File: src/rtl/sccb_pkg.sv
// ---------------------------------------------------------------------------
// sccb_pkg
// Shared definitions for the SCCB write master: controller state encoding,
// quarter-phase encoding within one SCL period, the default write ID, the
// number of bytes in one register write, and a helper that maps
// (state, quarter, data bit) onto the SCL level and the SDA pull-down enable.
// ---------------------------------------------------------------------------
package sccb_pkg;

    typedef enum logic [2:0] {
        ST_IDLE,
        ST_START,
        ST_BIT,
        ST_ACK,
        ST_STOP,
        ST_DONE
    } sccb_state_t;

    typedef enum logic [1:0] {
        QTR_0,
        QTR_1,
        QTR_2,
        QTR_3
    } qtr_phase_t;

    localparam logic [7:0] DEFAULT_DEV_ADDR = 8'h78;
    localparam int         BYTES_PER_WRITE  = 4;

    // Returns {scl, sda_oe}. sda_oe=1 pulls SDA low, 0 releases it.
    // SDA only moves while SCL is low, except for the deliberate falling
    // edge in START q1 and rising edge in STOP q2.
    function automatic logic [1:0] line_levels(input sccb_state_t st,
                                               input qtr_phase_t  q,
                                               input logic        tx_bit);
        logic [1:0] lv;
        lv = 2'b10;
        case (st)
            ST_START: begin
                case (q)
                    QTR_0:   lv = 2'b10;
                    QTR_1:   lv = 2'b11;
                    default: lv = 2'b01;
                endcase
            end
            ST_BIT:  lv = {(q == QTR_1) || (q == QTR_2), ~tx_bit};
            ST_ACK:  lv = {(q == QTR_1) || (q == QTR_2), 1'b0};
            ST_STOP: begin
                case (q)
                    QTR_0:   lv = 2'b01;
                    QTR_1:   lv = 2'b11;
                    default: lv = 2'b10;
                endcase
            end
            default: lv = 2'b10;
        endcase
        return lv;
    endfunction

endpackage

File: src/rtl/sccb_qtr_tick.sv
// ---------------------------------------------------------------------------
// sccb_qtr_tick
// Quarter-period divider. Counts sys_clk cycles while enabled and pulses
// tick in the last cycle of every QTR_DIV-cycle quarter.
// Ports:
//   sys_clk  - system clock
//   sys_rst  - synchronous active-high reset
//   restart  - forces the count back to 0 so a new quarter starts next cycle
//   enable   - counts only while high
//   tick     - one-cycle pulse in the final cycle of each quarter
// ---------------------------------------------------------------------------
module sccb_qtr_tick #(
    parameter logic [15:0] QTR_DIV = 16'd125
) (
    input  logic sys_clk,
    input  logic sys_rst,
    input  logic restart,
    input  logic enable,
    output logic tick
);

    logic [15:0] cnt;
    logic        at_last;

    assign at_last = (cnt == QTR_DIV - 16'd1);
    assign tick    = enable && at_last;

    // Free-running modulo-QTR_DIV counter; restart has priority so the
    // first quarter of a transfer is always a full QTR_DIV cycles long.
    always_ff @(posedge sys_clk) begin
        if (sys_rst || restart) begin
            cnt <= 16'd0;
        end else if (enable) begin
            cnt <= at_last ? 16'd0 : cnt + 16'd1;
        end
    end

endmodule

File: src/rtl/sccb_wr_master.sv
// ---------------------------------------------------------------------------
// sccb_wr_master
// Single-register SCCB (I2C-style) write master: START, DEV_ADDR, three data
// bytes {reg_addr_hi, reg_addr_lo, reg_val} each followed by an ACK slot,
// then STOP. A NAK only sets the sticky ack_err flag; the write still runs
// to completion.
// Ports:
//   sys_clk   - system clock
//   sys_rst   - synchronous active-high reset (aborts without STOP)
//   cfg_start - one-cycle write request, honoured only when idle
//   cfg_data  - {reg_addr[15:0], reg_val[7:0]}, latched on acceptance
//   cfg_end   - one-cycle pulse when the write completes
//   busy      - high from the cycle after acceptance through cfg_end
//   ack_err   - sticky: an ACK slot of the current/last write read SDA high
//   scl       - SCCB clock (push-pull)
//   sda_oe    - 1 pulls SDA low, 0 releases it
//   sda_i     - sampled SDA line
// ---------------------------------------------------------------------------
module sccb_wr_master
    import sccb_pkg::*;
#(
    parameter logic [7:0]  DEV_ADDR = DEFAULT_DEV_ADDR,
    parameter logic [15:0] QTR_DIV  = 16'd125
) (
    input  logic        sys_clk,
    input  logic        sys_rst,
    input  logic        cfg_start,
    input  logic [23:0] cfg_data,
    output logic        cfg_end,
    output logic        busy,
    output logic        ack_err,
    output logic        scl,
    output logic        sda_oe,
    input  logic        sda_i
);

    localparam logic [1:0] LAST_BYTE = 2'(BYTES_PER_WRITE - 1);

    sccb_state_t state, nxt_state;
    qtr_phase_t  qtr, nxt_qtr;
    logic [2:0]  bit_idx, nxt_bit_idx;
    logic [1:0]  byte_idx, nxt_byte_idx;
    logic [23:0] data_q;
    logic [7:0]  nxt_byte;
    logic        nxt_tx_bit;
    logic        accept;
    logic        tick;

    assign accept = (state == ST_IDLE) && cfg_start;

    sccb_qtr_tick #(
        .QTR_DIV (QTR_DIV)
    ) u_qtr_tick (
        .sys_clk (sys_clk),
        .sys_rst (sys_rst),
        .restart (accept),
        .enable  (state != ST_IDLE),
        .tick    (tick)
    );

    // Next-state logic. Every non-idle state walks q0..q3 on ticks; the bit
    // and byte indices wrap naturally so no explicit clears are needed when
    // moving between BIT and ACK.
    always_comb begin
        nxt_state    = state;
        nxt_qtr      = qtr;
        nxt_bit_idx  = bit_idx;
        nxt_byte_idx = byte_idx;
        case (state)
            ST_IDLE: begin
                if (cfg_start) begin
                    nxt_state    = ST_START;
                    nxt_qtr      = QTR_0;
                    nxt_bit_idx  = 3'd0;
                    nxt_byte_idx = 2'd0;
                end
            end
            ST_START: begin
                if (tick) begin
                    nxt_qtr = qtr_phase_t'(qtr + 2'd1);
                    if (qtr == QTR_3) nxt_state = ST_BIT;
                end
            end
            ST_BIT: begin
                if (tick) begin
                    nxt_qtr = qtr_phase_t'(qtr + 2'd1);
                    if (qtr == QTR_3) begin
                        nxt_bit_idx = bit_idx + 3'd1;
                        if (bit_idx == 3'd7) nxt_state = ST_ACK;
                    end
                end
            end
            ST_ACK: begin
                if (tick) begin
                    nxt_qtr = qtr_phase_t'(qtr + 2'd1);
                    if (qtr == QTR_3) begin
                        if (byte_idx == LAST_BYTE) begin
                            nxt_state = ST_STOP;
                        end else begin
                            nxt_state    = ST_BIT;
                            nxt_byte_idx = byte_idx + 2'd1;
                        end
                    end
                end
            end
            ST_STOP: begin
                if (tick) begin
                    nxt_qtr = qtr_phase_t'(qtr + 2'd1);
                    if (qtr == QTR_3) nxt_state = ST_DONE;
                end
            end
            ST_DONE: begin
                nxt_state = ST_IDLE;
                nxt_qtr   = QTR_0;
            end
            default: nxt_state = ST_IDLE;
        endcase
    end

    // Byte and bit that will be on the wire next cycle, MSB first.
    always_comb begin
        case (nxt_byte_idx)
            2'd0:    nxt_byte = DEV_ADDR;
            2'd1:    nxt_byte = data_q[23:16];
            2'd2:    nxt_byte = data_q[15:8];
            default: nxt_byte = data_q[7:0];
        endcase
        nxt_tx_bit = nxt_byte[3'd7 - nxt_bit_idx];
    end

    // State register plus registered bus/handshake outputs. Outputs are
    // derived from the next state so they line up with the state they
    // belong to. ack_err samples SDA in the final cycle of ACK q2.
    always_ff @(posedge sys_clk) begin
        if (sys_rst) begin
            state    <= ST_IDLE;
            qtr      <= QTR_0;
            bit_idx  <= 3'd0;
            byte_idx <= 2'd0;
            data_q   <= 24'd0;
            cfg_end  <= 1'b0;
            busy     <= 1'b0;
            ack_err  <= 1'b0;
            scl      <= 1'b1;
            sda_oe   <= 1'b0;
        end else begin
            state    <= nxt_state;
            qtr      <= nxt_qtr;
            bit_idx  <= nxt_bit_idx;
            byte_idx <= nxt_byte_idx;
            if (accept) data_q <= cfg_data;
            cfg_end  <= (nxt_state == ST_DONE);
            busy     <= (nxt_state != ST_IDLE);
            {scl, sda_oe} <= line_levels(nxt_state, nxt_qtr, nxt_tx_bit);
            if (accept) begin
                ack_err <= 1'b0;
            end else if ((state == ST_ACK) && (qtr == QTR_2) && tick && sda_i) begin
                ack_err <= 1'b1;
            end
        end
    end

endmodule

File: config.mk
export PLATFORM = sky130hd
export DESIGN_NAME = sccb_wr_master
export DESIGN_NICKNAME = d
export VERILOG_FILES = /design/src/rtl/sccb_pkg.sv /design/src/rtl/sccb_qtr_tick.sv /design/src/rtl/sccb_wr_master.sv
export SDC_FILE = /design/constraint.sdc
export NUM_CORES = 1
export LEC_CHECK = 0
export ABC_AREA = 0
export BUFFER_PORTS_ARGS = -buffer_cell sky130_fd_sc_hd__buf_2
export CAP_MARGIN = 20
export CORE_ASPECT_RATIO = 0.5
export CORE_UTILIZATION = 55
export CTS_CLUSTER_SIZE = 25
export DETAILED_ROUTE_END_ITERATION = 6
export GPL_TIMING_DRIVEN = 0
export PLACE_DENSITY = 0.76
export SETUP_SLACK_MARGIN = 0.02
export SLEW_MARGIN = 20
export SYNTH_ARGS = -nofsm -noshare
export SYNTH_HDL_FRONTEND = slang
export SYNTH_SLANG_ARGS = --single-unit
File: constraint.sdc
create_clock -name sys_clk -period 5.8 [get_ports sys_clk]
set_input_delay 1.45 -clock sys_clk [delete_from_list [all_inputs] [get_ports sys_clk]]
set_output_delay 1.45 -clock sys_clk [all_outputs]
set_load 0.01 [all_outputs]
* Word-level counts from Yosys, hierarchy flattened
Index checks and enable logic that the tools add are counted.
** Operators by class
- Add/subtract/negate cells :: 5
- Magnitude comparators :: 1
- Equal/unequal tests :: 19
- Multiplexer cells :: 31
- Bitwise logic cells :: 1
- Reduce and logical (&&, ||, !) cells :: 14
** Operators with widths (count)
- 2-to-1 mux 3 bit :: 14
- case mux 8 bit (3 select lines) :: 1
- adder 16 x 1 -> 16 bit (second input constant) :: 1
- equality test 16 x 7 -> 1 bit (second input constant) :: 1
- 2-to-1 mux 16 bit :: 1
- equality test 3 bit (second input constant) :: 5
- case mux 3 bit (5 select lines) :: 1
- equality test 3 x 2 -> 1 bit (second input constant) :: 4
- 2-to-1 mux 2 bit :: 6
- case mux 2 bit (2 select lines) :: 3
- equality test 2 bit (second input constant) :: 5
- case mux 2 bit (4 select lines) :: 1
- equality test 3 x 1 -> 1 bit (second input constant) :: 2
- case mux 2 bit (3 select lines) :: 1
- case mux 3 bit (2 select lines) :: 1
- nonzero test 3 bit :: 2
- logical AND 1 bit :: 5
- adder 2 x 1 -> 2 bit (second input constant) :: 2
- equality test 2 x 1 -> 1 bit (second input constant) :: 2
- logical NOT 2 bit :: 2
- < comparator 3 x 4 -> 1 bit (second input constant) :: 1
- OR reduction 4 bit :: 1
- adder 3 x 1 -> 3 bit (second input constant) :: 1
- binary-select mux 1 bit (select 3 bit) :: 1
- other kinds (6) :: 7
** Word-level totals
- Flip-flop bits (word level) :: 55
- Input port bits :: 28
- Output and inout port bits :: 5
- Word-level logic and storage cells :: 82

* Longest topological paths before layout
- Word-level depth :: 11
- Gate-level depth with buffers :: 14
- Depth with buffers taken out :: 14

* By module
A second synthesis with hierarchy kept.
** Second synthesis, totals
- Cells, all modules :: 346
- Area total of the unflattened synthesis :: 2810.2 µm²
** By module, submodules not included
- sccb_wr_master :: instances 1, cells each 257, area an instance 2034.5 µm², seq. area each 780.7 µm²
- sccb_qtr_tick :: instances 1, cells each 89, area an instance 775.7 µm², seq. area each 320.3 µm²

* Least setup slack after synthesis
OpenSTA, ideal clock, no wires.
- Path kind :: input port to flip-flop
- From :: input port cfg_start
- To :: register sda_oe
- Setup time :: 130 ps
- Arrival time :: 2749 ps
- Required time :: 5670 ps
- Path slack :: 2921 ps
- Stages :: 9
- Buffers on the path :: 0
- Cell sequence :: o21ai_0 -> o2111ai_1 -> a22o_1 -> ha_1 -> nor2_1 -> nor3b_1 -> o211a_1 -> a31oi_1 -> nand4_1
** Between the ends
- Longest elaborated chain between the ends :: 8
- Elaborated cells between the ends (all ways) :: 25
- Those cells by class :: 1 x add/sub; 7 x eq/ne; 14 x mux; 1 x bitwise; 2 x reduce/logical
** Ends and longest elaborated chain
- start: declaration :: line sccb_wr_master.sv:27 : input logic cfg_start,
- 2-to-1 mux 2 bit :: line sccb_wr_master.sv:71 : if (cfg_start) begin
- case mux 2 bit (2 select lines) :: line sccb_wr_master.sv:69 : case (state)
- equality test 2 bit, or another cell as far along :: line sccb_wr_master.sv:122 : case (nxt_byte_idx)
- case mux 8 bit (3 select lines) :: line sccb_wr_master.sv:122
- binary-select mux 1 bit (select 3 bit) :: line sccb_wr_master.sv:128 : nxt_tx_bit = nxt_byte[3'd7 - nxt_bit_idx];
- 2-to-1 mux 1 bit (implied by the code) :: line sccb_wr_master.sv:128
- NOT 1 bit :: line sccb_pkg.sv:45 : ST_BIT: lv = {(q == QTR_1) || (q == QTR_2), ~tx_bit};
- case mux 2 bit (4 select lines) * :: line sccb_pkg.sv:37 : case (st)
- end signal: assignment :: line sccb_wr_master.sv:154 : {scl, sda_oe} <= line_levels(nxt_state, nxt_qtr, nxt_tx_bit);
- end: declaration :: line sccb_wr_master.sv:33 : output logic sda_oe,
Mark *: on every way between the ends. The rest lies on a longest branch, timed or not. The select of a mux whose other input is x is not followed.
A chain may end at the register's enable or synchronous reset.

* Worst setup path in the final report
- From :: input port cfg_start
- To :: register u_qtr_tick.cnt[4]
** Between the ends
- Longest elaborated chain between the ends :: 2
** Ends and longest elaborated chain
- logical AND 1 bit :: line sccb_wr_master.sv:49 : assign accept = (state == ST_IDLE) && cfg_start;
- logical OR 1 bit :: line sccb_qtr_tick.sv:31 : if (sys_rst || restart) begin
- end signal: assignment :: line sccb_qtr_tick.sv:34 : cnt <= at_last ? 16'd0 : cnt + 16'd1;
- end: declaration :: line sccb_qtr_tick.sv:22 : logic [15:0] cnt;
Every way passes these cells.

==> impl_results.md <==
- Final setup viols: 0
- DP Wirelength: 5230 µm
- Worst r2r src: u_qtr_tick.cnt[0]$_SDFFE_PP0N_
- H-tree levels: 2
- Synth top cells by count: nand2_1 (68), dfxtp_1 (55), a21oi_1 (40), nor2_1 (38), clkbuf_1 (15)
- Number of DRC markers in iteration 0: 146
- Worst min path class: reg2reg
- Mean Syn Cell Area: 7.84 µm²
- Vias: 2762
- P&R area growth vs syn: 12.0%
- YS warnings: 0
- Placed cells: 469
- Layout cells sized above 1: 0.120
- Die W: 104 µm
- Largest net degree at the start of global routing: 18
- Clock-pin slew on the worst setup and hold paths: 0.10 ns
- Post-CTS Hold Buffers: 0
- Max incr delay on CP: 0.49 ns
- Crit-path max FO: 10
- Core footprint: 4980 µm²
- Top cell type's share of synthesized area: 0.383
- Arrival @ worst endpoint: 3.57 ns
- Die Ht: 53.1 µm
- Sequential area share after synthesis: 0.383
- Final WS setup: 2.41 ns
- Average vias per placed instance: 5.79
- Routability-driven placement congestion ratio: 0.944
- Final Hold Slack: 0.465 ns
- Critical path data required time: 5.98 ns
- Tcrit/Tclk final: 0.585
- Clock sink count: 55
- Die ar.: 5540 µm²
- Count leader, synth: nand2_1
- # DRC: 0
- Slowest CP cell: nor2_1
- Vias in the first global route: 2409
- Drt pass-1 iters: 5
- VDD IR-drop max: 0.132 mV
- Worst-Skew Late Latency: 0.30 ns
- IO Count: 33
- Fin nets: 442
- Postcts setup bufs: 0
- Top post-synthesis cells by area: dfxtp_1 (38%), nand2_1 (8.9%), a21oi_1 (7.0%), nor2_1 (5.0%), ha_1 (3.5%)
- Leakage: 1.23 nW
- Crit path launch type: input pin
- Bufs on Longest Clock Path: 2
- Placed cell areas: 3120 µm²
- Post-Place Setup Slack: 2.13 ns
- CP dominant cell by count: nor2_1
- Status: completed
- Port Buffer Count: 32
- Synth Cell Area: 2880 µm²
- Cell taking the most area after synthesis: dfxtp_1
- Row count: 18
- CTS Buf Count: 5
- Number of synthesized register bits: 55
- CP Capture Type: flop
- Final Hold Fails: 0
- Clk root buf: clkbuf_8
- Gr usage total: 0.258
- Final TNS setup: 0 ns
- Post-synth cell types: 49
- Routed Antenna Nets: 0
- Unrepaired setup endpoints after global routing: false
- Fin crit period: 3.39 ns
- Mapped Cells: 367
- Final WL: 6790 µm
- DR WL/cell: 14.2 µm
- First-pass GRT wire length: 11200 µm
- Pwr Density: 214 nW/µm²
- Slew Limit Fails: 0
- Main synth FF type: dfxtp_1
- GR Overflow Total: 0
- Max Fclk: 295 MHz
- Fin cells: 477
- Worst slew margin: 0.449
- TritonCTS clock tree: built
- Syn nets: 403
- Crit path launch: cfg_start
- Final Cell Area: 3220 µm²
- Initial core utilization: 0.578
- Min-delay src: data_q[7]$_SDFFE_PP0P_
- Initial antenna violation count: 0
- Worst Clk Skew: 0.0126 ns
- N_diodes: 0
- Worst-margin pin slew: 0.815 ns
- # Max-Cap Violations: 0
- Post-CTS Resized: 0
- Asr flop ratio synth: 0
- CP Class: in2reg
- CP cell instances: buf_2, inv_1, nor2_1, clkbuf_1, nor2_1, o21ai_1, clkbuf_1, nor2_1
- EDFF count, synth: 0
==> state kept, by name (all words and copies together), names as in the netlist <==
| signal | cells |
|---|---|
| bit_idx | 3 |
| scl | 1 |
| sda_oe | 1 |
| ack_err | 1 |
| u_qtr_tick.cnt | 16 |
| busy | 1 |
| cfg_end | 1 |
| state | 3 |
| byte_idx | 2 |
| data_q | 24 |
| qtr | 2 |
==> layer usage <==
metal	track usage	wire (µm)	up-vias
li1	-	-	1380
met3	0.0480	383	6
met1	0.321	3090	1295
met4	0.0452	35	0
met5	0	0	-
met2	0.481	3280	81
==> power breakdown <==
group          leakage [nW]  internal [mW]  switching [mW]
logic                 0.726         0.0266          0.0450
clock network        0.0516         0.0979           0.122
registers             0.448          0.391         0.00774
total                  1.23          0.515           0.175
==> per-stage QoR <==
step / power (mW) / utilization
final: 0.690 / 0.647
after global routing: 0.723 / 0.647
after CTS: 0.695 / 0.647
after detailed placement: 0.478 / 0.628
after global placement: 0.475 / 0.628
after floorplan: 0.452 / -
==> layout by cell type (no fill, tap or decap), types with 5 or more instances in the layout <==
master     n
inv_1     11
nor4_1     5
nand4_1   10
nor2_1    38
dfxtp_1   55
nand2_1   68
ha_1       8
clkbuf_8   6
buf_2     32
nand3_1   13
o21ai_0   11
xor2_1    10
clkbuf_1  15
a21oi_1   40
mux2i_1    6
nor3_1    13
==> layout make-up <==
type / instances / area, µm²
Timing Repair Buffer: 32 / 160
Fill cell: 437 / 1760
Buffer: 17 / 63.8
Multi-Input combinational cell: 284 / 1670
Sequential cell: 55 / 1100
Inverter: 11 / 41.3
Clock inverter: 2 / 13.8
Tap cell: 70 / 87.6
Clock buffer: 6 / 82.6
==> cell families after synthesis <==
kind of cell             count (synthesis)  share of synthesized area
AND/OR/NAND/NOR                        176                      0.306
AO/OA/AOI/OAI                           79                      0.167
flip-flops                              55                      0.383
buffers and inverters                   28                     0.0365
XOR/XNOR                                13                     0.0396
multiplexers                             8                     0.0339
adder cells (fa/ha/maj)                  8                     0.0348
==> critical path: cells and delay by family <==
family          cells  cell delay [ns]
buf+inv             4             1.04
simple gates        3             0.73
compound gates      1             0.35
==> path summary, 6_finish.rpt <==
kind	endpoint	slack (ns)	cells past startpoint
worst max register to register	sda_oe$_SDFF_PP0_	2.49	14
worst min-delay path	data_q[7]$_SDFFE_PP0P_	0.47	2
worst min register to register	data_q[7]$_SDFFE_PP0P_	0.47	2
worst max-delay path	u_qtr_tick.cnt[4]$_SDFFE_PP0N_	2.41	8
Power figures use the tool's default switching activity.
